<file path="src/rtl/team_06_wb_master.sv">
// Single-transfer Wishbone classic initiator: one command in via valid/ready,
// one bus cycle with ACK/timeout, one-cycle response pulse out.
module team_06_wb_master #(
  parameter int unsigned TIMEOUT_CYCLES = 255,
  parameter int unsigned TO_W           = 8
) (
  input  logic        clk_i,
  input  logic        nrst,
  input  logic        cmd_valid,
  output logic        cmd_ready,
  input  logic        cmd_we,
  input  logic [31:0] cmd_adr,
  input  logic [31:0] cmd_dat,
  input  logic [3:0]  cmd_sel,
  output logic        rsp_valid,
  output logic [31:0] rsp_dat,
  output logic        rsp_err,
  output logic [31:0] ADR_O,
  output logic [31:0] DAT_O,
  output logic [3:0]  SEL_O,
  output logic        WE_O,
  output logic        STB_O,
  output logic        CYC_O,
  input  logic [31:0] DAT_I,
  input  logic        ACK_I
);

  localparam logic [1:0] IDLE = 2'd0;
  localparam logic [1:0] BUS  = 2'd1;
  localparam logic [1:0] RESP = 2'd2;

  localparam bit            TO_EN   = (TIMEOUT_CYCLES != 0);
  localparam logic [TO_W-1:0] TO_LAST = (TIMEOUT_CYCLES == 0) ? '0 : TO_W'(TIMEOUT_CYCLES - 1);
  localparam logic [TO_W-1:0] TO_MAX  = '1;

  logic [1:0]      state;
  logic [TO_W-1:0] to_cnt;

  always_ff @(posedge clk_i) begin
    if (!nrst) begin
      state     <= IDLE;
      to_cnt    <= '0;
      cmd_ready <= 1'b1;
      rsp_valid <= 1'b0;
      rsp_dat   <= '0;
      rsp_err   <= 1'b0;
      ADR_O     <= '0;
      DAT_O     <= '0;
      SEL_O     <= '0;
      WE_O      <= 1'b0;
      STB_O     <= 1'b0;
      CYC_O     <= 1'b0;
    end else begin
      case (state)
        IDLE: begin
          if (cmd_valid && cmd_ready) begin
            ADR_O     <= cmd_adr;
            DAT_O     <= cmd_dat;
            SEL_O     <= cmd_sel;
            WE_O      <= cmd_we;
            CYC_O     <= 1'b1;
            STB_O     <= 1'b1;
            to_cnt    <= '0;
            cmd_ready <= 1'b0;
            state     <= BUS;
          end
        end
        BUS: begin
          // ACK takes priority over a timeout landing on the same edge.
          if (ACK_I) begin
            ADR_O     <= '0;
            DAT_O     <= '0;
            SEL_O     <= '0;
            WE_O      <= 1'b0;
            CYC_O     <= 1'b0;
            STB_O     <= 1'b0;
            rsp_dat   <= WE_O ? '0 : DAT_I;
            rsp_err   <= 1'b0;
            rsp_valid <= 1'b1;
            state     <= RESP;
          end else if (TO_EN && (to_cnt == TO_LAST)) begin
            ADR_O     <= '0;
            DAT_O     <= '0;
            SEL_O     <= '0;
            WE_O      <= 1'b0;
            CYC_O     <= 1'b0;
            STB_O     <= 1'b0;
            rsp_dat   <= '0;
            rsp_err   <= 1'b1;
            rsp_valid <= 1'b1;
            state     <= RESP;
          end else if (to_cnt != TO_MAX) begin
            to_cnt <= to_cnt + 1'b1;
          end
        end
        RESP: begin
          rsp_valid <= 1'b0;
          rsp_err   <= 1'b0;
          rsp_dat   <= '0;
          cmd_ready <= 1'b1;
          state     <= IDLE;
        end
        default: begin
          state     <= IDLE;
          cmd_ready <= 1'b1;
        end
      endcase
    end
  end

endmodule
</file>
<file path="config.mk">
export PLATFORM = sky130hd
export DESIGN_NAME = team_06_wb_master
export DESIGN_NICKNAME = d
export VERILOG_FILES = /design/src/rtl/team_06_wb_master.sv
export SDC_FILE = /design/constraint.sdc
export NUM_CORES = 1
export LEC_CHECK = 0
export CORE_MARGIN = 1
export CORE_UTILIZATION = 40
export CTS_CLUSTER_SIZE = 10
export DETAILED_ROUTE_END_ITERATION = 8
export GPL_ROUTABILITY_DRIVEN = 0
export GPL_TIMING_DRIVEN = 0
export MAX_ROUTING_LAYER = met4
export PLACE_DENSITY = 0.77
export SKIP_LAST_GASP = 1
export SLEW_MARGIN = 20
export SYNTH_ARGS = -nofsm -noshare
export SYNTH_HDL_FRONTEND = slang
export SYNTH_SLANG_ARGS = --single-unit
</file>
<file path="constraint.sdc">
create_clock -name clk_i -period 2.45 [get_ports clk_i]
set_clock_uncertainty 0.15 [all_clocks]
set_input_delay 0.49 -clock clk_i [delete_from_list [all_inputs] [get_ports clk_i]]
set_output_delay 0.49 -clock clk_i [all_outputs]
set_load 0.01 [all_outputs]
</file>
# After elaboration in Yosys (flattened, before gate mapping)

Index checks and enable logic that the tools add are counted.

Register bits: 115
Bits of input ports: 105
Output and inout bits: 106
Logic and storage cells: 66

Equality and inequality tests: 9
Add/subtract/negate cells: 1
Reductions and logical operators: 9
Multiplexer cells: 35
Bitwise gates (word level): 1

Operators with widths:

| operator                                             | count |
|---|---|
| 2-to-1 mux 32 bit                                    | 6 |
| one-hot mux 32 bit (2 select lines)                  | 3 |
| 2-to-1 mux 8 bit                                     | 4 |
| one-hot mux 8 bit (2 select lines)                   | 1 |
| 2-to-1 mux 4 bit                                     | 3 |
| one-hot mux 1 bit (2 select lines)                   | 5 |
| adder 8 x 1 -> 8 bit (second input constant)         | 1 |
| equality test 8 bit (second input constant)          | 1 |
| 2-to-1 mux 1 bit                                     | 8 |
| inequality test 2 bit (second input constant)        | 4 |
| inequality test 8 bit (second input constant)        | 1 |
| one-hot mux 4 bit (2 select lines)                   | 1 |
| 2-to-1 mux 2 bit                                     | 3 |
| AND reduction 2 bit                                  | 3 |
| AND reduction 5 bit                                  | 1 |
| one-hot mux 2 bit (2 select lines)                   | 1 |
| nonzero test 2 bit                                   | 2 |
| inequality test 3 bit (second input constant)        | 1 |
| AND reduction 3 bit                                  | 1 |
| equality test 2 x 1 -> 1 bit (second input constant) | 1 |
| equality test 2 bit (second input constant)          | 1 |
| logical NOT 2 bit                                    | 1 |
| logical AND 1 bit                                    | 1 |
| inverter 1 bit                                       | 1 |

# Depth between registers and ports, before layout

Depth in word-level cells: 5
Mapped depth: 7

# Least setup slack after synthesis

OpenSTA, ideal clock, no wires.

Kind: reg2reg
Start: reg to_cnt[0]
End: reg rsp_dat[10]
Setup time: 59 ps
Path slack: 785 ps
Path buffers: 1
Cell stages (with the launch flop): 8
Arrival time: 1456 ps
Required time: 2241 ps
Period minus slack after synthesis: 1665 ps
Cells stage by stage: dfxtp_1 > inv_1 > ha_1 > nand3_1 > o21bai_1 > a211oi_2 > buf_2 > a22o_1

Cells in the longest elaborated chain, start to end: 3

RTL lines:

| item                                   | RTL line | RTL |
|---|---|---|
| start: declaration                     | 37       | `logic [TO_W-1:0] to_cnt;` |
| start signal: assignment               | 93       | `to_cnt <= to_cnt + 1'b1;` |
| equality test 8 bit                    | 81       | `end else if (TO_EN && (to_cnt == TO_LAST)) begin` |
| inequality test 3 bit (no source line) | -        |  |
| AND reduction 2 bit (no source line)   | -        |  |
| end signal: assignment                 | 77       | `rsp_dat <= WE_O ? '0 : DAT_I;` |
| end: declaration                       | 16       | `output logic [31:0] rsp_dat,` |

Every way passes these cells.
A chain may end at the register's enable or synchronous reset.

==> results.md <==
* First-pass GRT wire length at 17500 µm
* Avg Cell Area, Syn at 9.00 µm²
* CTS clk-pin slew, worst paths at 50 ps
* Num CTS Buffers at 17
* Routed wire length at 12100 µm
* Max clock buf depth at 2
* Max Cap Viol at 0
* Post-synthesis simple-gate area fraction at 18.9%
* Core box area at 9820 µm²
* Hold Path Origin: DAT_O[13]
* Multi-input logic area at 1590 µm²
* Static Leak at 2.57 nW
* Largest net degree at the start of global routing at 17
* Total negative slack at 0 ps
* Top-count cell post-synth: nand2_1
* CP max FO at 3
* Period utilization at 86.9%
* Synthesized net count at 559
* Port buffer count at 210
* H-tree lvl count at 4
* WHS at 301 ps
* Cell Area, Synth at 4070 µm²
* Ys Warns at 0
* Post-DRT Antenna Nets at 0
* Fraction of layout cells with a size suffix above 1 at 9.54%
* Part of the power in the clock network at 43.3%
* Worst slew pin tran at 575 ps
* Final core occ at 69.8%
* FMAX at 0.470 GHz
* Global route overflow at 0
* Final Slew Violations at 0
* RSZ-0062 raised after global routing: false
* Vias per std cell at 4.95
* Critical-path top delay cell: clkdlybuf4s50_1
* Filler cell count at 794
* Max incr delay on CP at 530 ps
* Post-synthesis xor/xnor area fraction at 0.215%
* R2r worst-path depth at 7
* Reg power frac at 41.6%
* Dominant combinational cell family by area after synthesis: compound AO/OA/AOI/OAI gates
* Initial DRT Pass Iterations at 5
* Post-synth EDFFs at 0
* Final #Nets at 788
* Netlist cell types at 40
* Syn-to-layout area delta at 68.5%
* Leading post-synthesis cells by cell area: dfxtp_1, nand2_1, a21oi_1
* Latest clock arrival within the worst-skew pair at 500 ps
* Area leader, netlist: dfxtp_1
* Compound-Gate Fraction of Synth Area at 19.4%
* Synth Register Bits at 115
* CP Launch Type: register
* Cells after Synth at 452
* CTS tree: yes
* Reg-to-reg endpoint: rsp_dat[9]
* Mux share of post-synthesis cell area at 0%
* Total Power at 4.87 mW
* WHS Endpoint: DAT_O[13]
* Min cycle time layout at 2130 ps
* Status: complete, no violations
* Ant diodes at 0
* # clock sinks at 115
* Commonest cells in the netlist: nand2_1, dfxtp_1, a21oi_1, a22o_1, buf_2
* Reg2reg start: to_cnt[0]
* Io pins at 211
* Sw frac at 24.5%
* Fin cells at 825
* Comb pwr share at 15.1%
* Dpl cells at 795
* Async SR Flop Fraction at 0%
* Cell area power density at 711 nW/µm²
* Place WS at 122 ps
* Hold buffers post-CTS at 0
* Per-cell routed wire length at 14.6 µm
* Most common flop cell mapped by yosys: dfxtp_1
* Final Cell Area at 6850 µm²
* Die Ht at 103 µm
* Critical Path RT at 1810 ps
* Vias in the first global route at 3723
* Die area at 10600 µm²
* Sequential Area at 2300 µm²
* Initial antenna violation count at 0
* Hold Vio Cnt, Final at 0
* Iter 0 DRT Violations at 87
* Post-CTS Setup Bufs at 0
* Detailed Place HPWL at 8900 µm
* Worst R2R Setup Slack at 460 ps
* HP Class: register to register
* Yosys top cell area share at 56.6%
* Post-Synth Adder-Cell Area at 0.615%
* Critical setup path kind: register to output port
* Register area share after synthesis at 56.6%
* PostCTS Resize Cnt at 0
* Internal power at 3.68 mW
* Via count at 4086
* Worst path arrival time at 1490 ps
* Slew margin rel. at 61.7%
* Die X at 103 µm
* Crit-path cells: buf_4, clkdlybuf4s50_1
* Max IR drop VDD at 0.000413 V
* Placement Cell Area at 6340 µm²
* Hold depth at 2
* Net Switching at 1.19 mW
* Row cnt at 36
* Fin worst setup slack at 320 ps
* DR DRC count at 0
* GRT Total Usage at 22.3%
* Initial Util at 41.4%
* Final setup viols at 0
* Critical path capture point type: output port
* Root Buffer: clkbuf_8
==> cell families (layout without fill, tap and decap cells) <==
logic type               after synthesis  count (layout)
buffers and inverters                 34             274
AO/OA/AOI/OAI                        124             124
adder cells (fa/ha/maj)                2               2
XOR/XNOR                               1               1
flip-flops                           115             115
AND/OR/NAND/NOR                      176             176
==> how the worst max path moves through the flow <==
stage                   start     endpoint  slack (ps)  depth (start not counted)
global route            CYC_O        STB_O         260                          2
detailed placement      ACK_I  rsp_dat[19]         120                          5
global placement        ACK_I  rsp_dat[24]         130                          5
CTS                     CYC_O        STB_O         290                          2
floorplan           to_cnt[0]  rsp_dat[10]         790                          7
finish                  CYC_O        STB_O         320                          2
==> metal layers <==
metal	up-vias	global-route usage (%)	part of all wire, %
met3	23	6.44	8.5
met1	1889	25.4	41
li1	2002	-	-
met5	-	-	0
met2	172	37.2	48
met4	0	8.34	2.1
==> sequential cells by signal, indices dropped and copies added (netlist names) <==
register,flops
SEL_O,4
WE_O,1
cmd_ready,1
DAT_O,32
CYC_O,1
state,2
rsp_valid,1
rsp_err,1
to_cnt,8
ADR_O,32
rsp_dat,32
==> power by group through the flow <==
stage	combinational (mW)	sequential (mW)	clock [mW]
floorplan	0.247	2.11	0
global placement	0.724	2.06	0
detailed placement	0.734	2.07	0
CTS	0.741	2.03	2.16
global route	0.798	2.04	2.24
finish	0.735	2.03	2.11
==> worst max-delay path: cells and delay by family, from the launching register on <==
kind | cells | cell delay, ps
DFF | 1 | 350
buffers and inverters | 2 | 640
==> layout make-up <==
type / count / area share (%)
Sequential cell: 115 / 33.6
Clock inverter: 10 / 0.894
Clock buffer: 20 / 6.64
Timing Repair Buffer: 210 / 30.7
Buffer: 32 / 2.41
Inverter: 2 / 0.110
Multi-Input combinational cell: 303 / 23.3
Tap cell: 133 / 2.43
==> layout by cell type (no fill, tap or decap), drive strengths merged, types with 3 or more instances in the layout <==
cell,synthesis,final
a21oi,77,77
a22o,32,32
buf,25,25
clkbuf,7,27
clkdlybuf4s50,0,210
clkinv,0,7
clkinvlp,0,3
dfxtp,115,115
nand2,145,145
nand3,4,4
nor2,5,5
o21ai,6,6
or3,7,7
Power figures use the tool's default switching activity.
